[config.mk]
export PLATFORM = sky130hd
export DESIGN_NAME = pulse_gen_scheduler
export DESIGN_NICKNAME = d
export VERILOG_FILES = /design/src/rtl/pulse_gen_scheduler.sv
export SDC_FILE = /design/constraint.sdc
export NUM_CORES = 1
export LEC_CHECK = 0
export CAP_MARGIN = 15
export CORE_MARGIN = 4
export CORE_UTILIZATION = 35
export CTS_CLUSTER_DIAMETER = 60
export DETAILED_ROUTE_END_ITERATION = 12
export PLACE_DENSITY = 0.66
export SLEW_MARGIN = 30
export SYNTH_ARGS = -nofsm -noshare
export SYNTH_HDL_FRONTEND = slang
export SYNTH_SLANG_ARGS = --single-unit
[constraint.sdc]
create_clock -name clock -period 4.6 [get_ports clock]
set_input_delay 0.92 -clock clock [delete_from_list [all_inputs] [get_ports clock]]
set_output_delay 0.92 -clock clock [all_outputs]
set_load 0.03 [all_outputs]
[src/rtl/pulse_gen_scheduler.sv]
// -----------------------------------------------------------------------------
// pulse_gen_scheduler
//
// Purpose:
//   Round-robin arbiter and job controller for a shared 16-bit circular pulse
//   generator. A granted request loads its pattern into the generator (one
//   LOAD cycle). The pattern then rotates for (repeat+1) full 16-cycle periods
//   (RUN), after which the generator is released back to IDLE.
//
// Ports:
//   clock         system clock, all state changes on posedge
//   reset         synchronous, active-high reset
//   req0_valid    requester 0 has a request
//   req0_pattern  requester 0 16-bit pattern
//   req0_repeat   requester 0 repeat count (rotations = repeat+1)
//   req0_ready    requester 0 accepted this cycle (combinational)
//   req1_*        same as req0_* for requester 1
//   abort         cancel the current job (ignored in IDLE)
//   gen_in        pattern to the generator's parallel input
//   gen_load      generator load_flag
//   busy          high in LOAD and RUN
//   owner         index of the current or last granted requester
//   done          one-cycle pulse in the final RUN cycle of a completed job
//
// Build option:
//   PULSE_GEN_CLEAR_ON_IDLE_EN - when defined, every LOAD/RUN->IDLE transition
//   spends its first IDLE cycle loading 16'h0000 into the generator, and
//   accepts are blocked during that one cycle. Reset never triggers a clear.
// -----------------------------------------------------------------------------
module pulse_gen_scheduler #(
  parameter int REP_W = 8
) (
  input  logic             clock,
  input  logic             reset,
  input  logic             req0_valid,
  input  logic [15:0]      req0_pattern,
  input  logic [REP_W-1:0] req0_repeat,
  output logic             req0_ready,
  input  logic             req1_valid,
  input  logic [15:0]      req1_pattern,
  input  logic [REP_W-1:0] req1_repeat,
  output logic             req1_ready,
  input  logic             abort,
  output logic [15:0]      gen_in,
  output logic             gen_load,
  output logic             busy,
  output logic             owner,
  output logic             done
);

  typedef enum logic [1:0] {
    S_IDLE = 2'd0,
    S_LOAD = 2'd1,
    S_RUN  = 2'd2
  } state_t;

  state_t           r_state;
  state_t           w_state_next;

  logic             r_last_grant;
  logic             r_owner;
  logic [15:0]      r_pat;
  logic [REP_W-1:0] r_rep_left;
  logic [3:0]       r_bit_cnt;

  logic             w_idle_open;
  logic             w_grant0;
  logic             w_grant1;
  logic             w_accept;
  logic             w_final;

  // ---------------------------------------------------------------------------
  // Clear-on-idle bookkeeping: r_clear marks the first IDLE cycle after a job
  // ends (completion or abort). Reset forces it low, so a reset never clears.
  // ---------------------------------------------------------------------------
`ifdef PULSE_GEN_CLEAR_ON_IDLE_EN
  logic r_clear;

  always_ff @(posedge clock) begin
    if (reset) begin
      r_clear <= 1'b0;
    end else begin
      r_clear <= (r_state != S_IDLE) && (w_state_next == S_IDLE);
    end
  end

  assign w_idle_open = (r_state == S_IDLE) && !r_clear && !reset;
`else
  assign w_idle_open = (r_state == S_IDLE) && !reset;
`endif

  // Round-robin: with both requesters valid, the one not granted last wins.
  // r_last_grant resets to 1 so requester 0 wins the first contest.
  assign w_grant0 = w_idle_open && req0_valid && (!req1_valid || r_last_grant);
  assign w_grant1 = w_idle_open && req1_valid && (!req0_valid || !r_last_grant);
  assign w_accept = w_grant0 || w_grant1;

  // Last cycle of the last rotation period.
  assign w_final  = (r_state == S_RUN) && (r_bit_cnt == 4'hF) && (r_rep_left == '0);

  // ---------------------------------------------------------------------------
  // FSM: state register
  // ---------------------------------------------------------------------------
  always_ff @(posedge clock) begin
    if (reset) begin
      r_state <= S_IDLE;
    end else begin
      r_state <= w_state_next;
    end
  end

  // ---------------------------------------------------------------------------
  // FSM: next-state logic
  // ---------------------------------------------------------------------------
  always_comb begin
    w_state_next = r_state;
    case (r_state)
      S_IDLE: begin
        if (w_accept) begin
          w_state_next = S_LOAD;
        end
      end
      S_LOAD: begin
        w_state_next = abort ? S_IDLE : S_RUN;
      end
      S_RUN: begin
        if (abort || w_final) begin
          w_state_next = S_IDLE;
        end
      end
      default: begin
        w_state_next = S_IDLE;
      end
    endcase
  end

  // ---------------------------------------------------------------------------
  // FSM: output decode
  // done is gated by abort so an abort landing on the would-be final cycle
  // cancels the completion pulse; the job counts as aborted, not completed.
  // ---------------------------------------------------------------------------
  always_comb begin
    req0_ready = w_grant0;
    req1_ready = w_grant1;
    busy       = (r_state != S_IDLE);
    gen_load   = (r_state == S_LOAD);
    gen_in     = r_pat;
    owner      = r_owner;
    done       = w_final && !abort;
`ifdef PULSE_GEN_CLEAR_ON_IDLE_EN
    if (r_clear) begin
      gen_load = 1'b1;
      gen_in   = 16'h0000;
    end
`endif
  end

  // ---------------------------------------------------------------------------
  // Datapath: request capture, rotation counters
  // rep_left counts remaining extra periods and bit_cnt is a free 4-bit wrap,
  // so repeat = 2^REP_W-1 fits without any wider counter.
  // ---------------------------------------------------------------------------
  always_ff @(posedge clock) begin
    if (reset) begin
      r_last_grant <= 1'b1;
      r_owner      <= 1'b0;
      r_pat        <= 16'h0000;
      r_rep_left   <= '0;
      r_bit_cnt    <= 4'd0;
    end else begin
      if (w_accept) begin
        r_pat        <= w_grant1 ? req1_pattern : req0_pattern;
        r_rep_left   <= w_grant1 ? req1_repeat  : req0_repeat;
        r_owner      <= w_grant1;
        r_last_grant <= w_grant1;
      end
      case (r_state)
        S_LOAD: begin
          r_bit_cnt <= 4'd0;
        end
        S_RUN: begin
          r_bit_cnt <= r_bit_cnt + 4'd1;
          if ((r_bit_cnt == 4'hF) && (r_rep_left != '0)) begin
            r_rep_left <= r_rep_left - REP_W'(1);
          end
        end
        default: begin
        end
      endcase
    end
  end

endmodule
==> reports/results.ini <==
[place]
dp_hpwl_um=3798
gp_congestion=0.8573
port_buffers=74

[floorplanning]
num_rows=26
start_util_pct=35.97
dieArea_um2=6435
core_um2=5075
die_width_um=80.22
io_pins=75
die_h_um=80.22

[sta]
skew_ns=0.009952
maxSlewHeadroom_pct=53.23
finalCritPeriodShare_pct=75.14
worst_slew_pin_slew_ns=0.7015
fmax_mhz=289.3
finalSetupViolations=0
setup_tns_ns=0
hold_violations=0
rsz0062_at_grt=false
period_needed_ns=3.457
slew_viol_final=0

[power]
irDropWorstVdd_v=0.0002326
power.leakage_nw=1.018
powerDensity_nw_per_um2=411.5
power_mw=1.110

[logic_synthesis]
ys.flop_type=dfxtp_1
synthTopCellsByArea=dfxtp_1 (35%), a311oi_1 (7.7%), nand3_1 (7.1%)
synth_area_leader_cell=dfxtp_1
syn_area_per_cell_um2=8.077
synth-simple-area-share_pct=29.61
synth_top_area_share_pct=35.09
async_flop_share_pct=0
syn_inst=226
ys_seq_area_share_pct=35.09
synth_mux_area_share_pct=3.290
synth_compound_area_share_pct=21.11
ys_ff_latch=32
yosysWarnings=0
ys_types=40
yosys.area_share.adder_pct=4.798
synth_top_family_by_area=simple AND/OR/NAND/NOR gates
synth_edf_count=0
synth_area_um2=1826
syn_nets=286
synthXorXnorAreaFrac_pct=0

[critical_path]
critPathArrivalTime_ns=2.54
r2r-end=r_rep_left[1]$_SDFF_PP0_
cp-start-kind=input port
worstPathRequired_ns=3.68
cp-end-kind=output pin
r2r_setup_slack_ns=2.54
rr_startpoint=r_state[1]$_SDFFE_PP0P_
crit_start=reset
critPathKind=in2out
worst-path-max-fanout=31
r2r_cells=8

[global_routing]
grt_pass1_vias=1766
antenna_found_initial=0
grt_max_degree=34
grt_overflow=0
grt_pass1_wl_um=8411
grt_use_total_pct=16.67

[clock_network]
postCtsSetupRepairBufs=0
root_buffer=clkbuf_8
cts_max_path_buffers=2
cts_tree=done
cts_num_sinks=32
cts_max_level=2
clock_latency_ns=0.28
clk_pin_slew_worst_paths_ns=0.06
cts_resized=0
cts_made_buffers=5
hold_buffers=0

[finish]
nFillCells=512
final_cell_mix=clkdlybuf4s50_1 (73), dfxtp_1 (32), nand2_1 (30)
layout-drive-gt1-share_pct=5.724
syn2layout_area_growth_pct=47.77
antenna_cells=0
layout.nets=356
layout_commonest_cell=clkdlybuf4s50_1

[route]
vias_per_cell=5.169
vias=1897
ant_nets=0
drc=0
first_pass_iters=4
routed_wl_um=5248
wl_per_cell_um=14.30
drtIter0Drc=173

[worst_hold_path]
worstHoldStart=owner$_SDFFE_PP0N_
whs_endpoint=owner$_SDFFE_PP0N_
hp-class=reg2reg
min_path_cells=2

[run_status]
status=complete, no violations

[job]
max_cap_viol_count=0

-- cells by family (layout without fill, tap and decap cells) --
group	after synthesis	after routing
adders and majority gates	7	7
AOI/OAI and AO/OA	49	49
DFF	32	32
and+or+nand+nor	107	107
buffers and inverters	25	96
muxes	6	6
-- critical path: stages --
cell and delay, ns:
clkdlybuf4s50_1 0.52, buf_4 0.34, and3b_1 0.22, buf_4 0.20
nand2_1 0.11, inv_1 0.06, buf_4 0.16
-- stage by stage --
stage / hold WS (ns) / instances / setup slack (ns) / util [%] / area (um^2)
4_1_cts: 0.4605 / 367 / 1.143 / 53.16 / 2698
3_3_place_gp: 0.4542 / 359 / 1.154 / 51.38 / 2608
2_1_floorplan: 0.4515 / 226 / 1.978 / - / 1826
6_report: 0.4579 / 367 / 1.143 / 53.16 / 2698
5_1_grt: 0.5195 / 367 / 1.058 / 53.16 / 2698
3_5_place_dp: 0.4518 / 359 / 1.155 / 51.38 / 2608
-- final cells by class --
| type | instances | area (um^2) | share of cell area [%] |
|---|---|---|---|
| multi-input combinational | 169 | 1074 | 39.80 |
| inverter | 10 | 37.54 | 1.391 |
| tap | 70 | 87.58 | 3.247 |
| timing repair buffer | 78 | 768.2 | 28.48 |
| clock buffer | 8 | 90.09 | 3.340 |
| sequential | 32 | 640.6 | 23.75 |
-- Yosys cell counts, drive strengths merged, types with 2 or more instances --
master / count
nand2: 30
buf: 8
nand2b: 3
nand4: 4
a31oi: 3
o21ai: 6
nand3: 26
and3: 3
inv: 10
mux2i: 6
clkbuf: 7
nor3b: 2
or3: 4
o211ai: 5
nor2: 23
a211o: 2
and2: 2
ha: 7
dfxtp: 32
a311oi: 16
nand3b: 2
o2111ai: 5
o221ai: 3
a21oi: 4
-- layer usage --
layer | share of wire (%) | up-vias | routed length [um] | global-route usage, %
li1 | - | 982 | - | -
met4 | 1.2 | 0 | 65 | 5.068
met2 | 48 | 46 | 2498 | 26.57
met3 | 5.5 | 6 | 290 | 3.363
met1 | 46 | 863 | 2394 | 22.55
met5 | 0 | - | 0 | 0
-- how the worst max path moves through the flow --
| stage | to | slack (ns) |
|---|---|---|
| 6_report | req1_ready | 1.14 |
| 5_1_grt | req1_ready | 1.06 |
| 4_1_cts | req1_ready | 1.14 |
| 3_5_place_dp | req1_ready | 1.16 |
| 3_3_place_gp | req1_ready | 1.15 |
| 2_1_floorplan | req1_ready | 1.98 |
-- flip-flops by register name (all words and copies together) (netlist names) --
register and cells:
gen_in 16, r_rep_left 8, r_bit_cnt 4, r_state 2, owner 1, r_last_grant 1
-- power breakdown --
part,internal (mW),total (mW),switching [mW]
logic,0.223,0.513,0.290
clock network,0.122,0.227,0.105
registers,0.331,0.370,0.0392
Note: power is estimated with default switching activity, not from simulation.
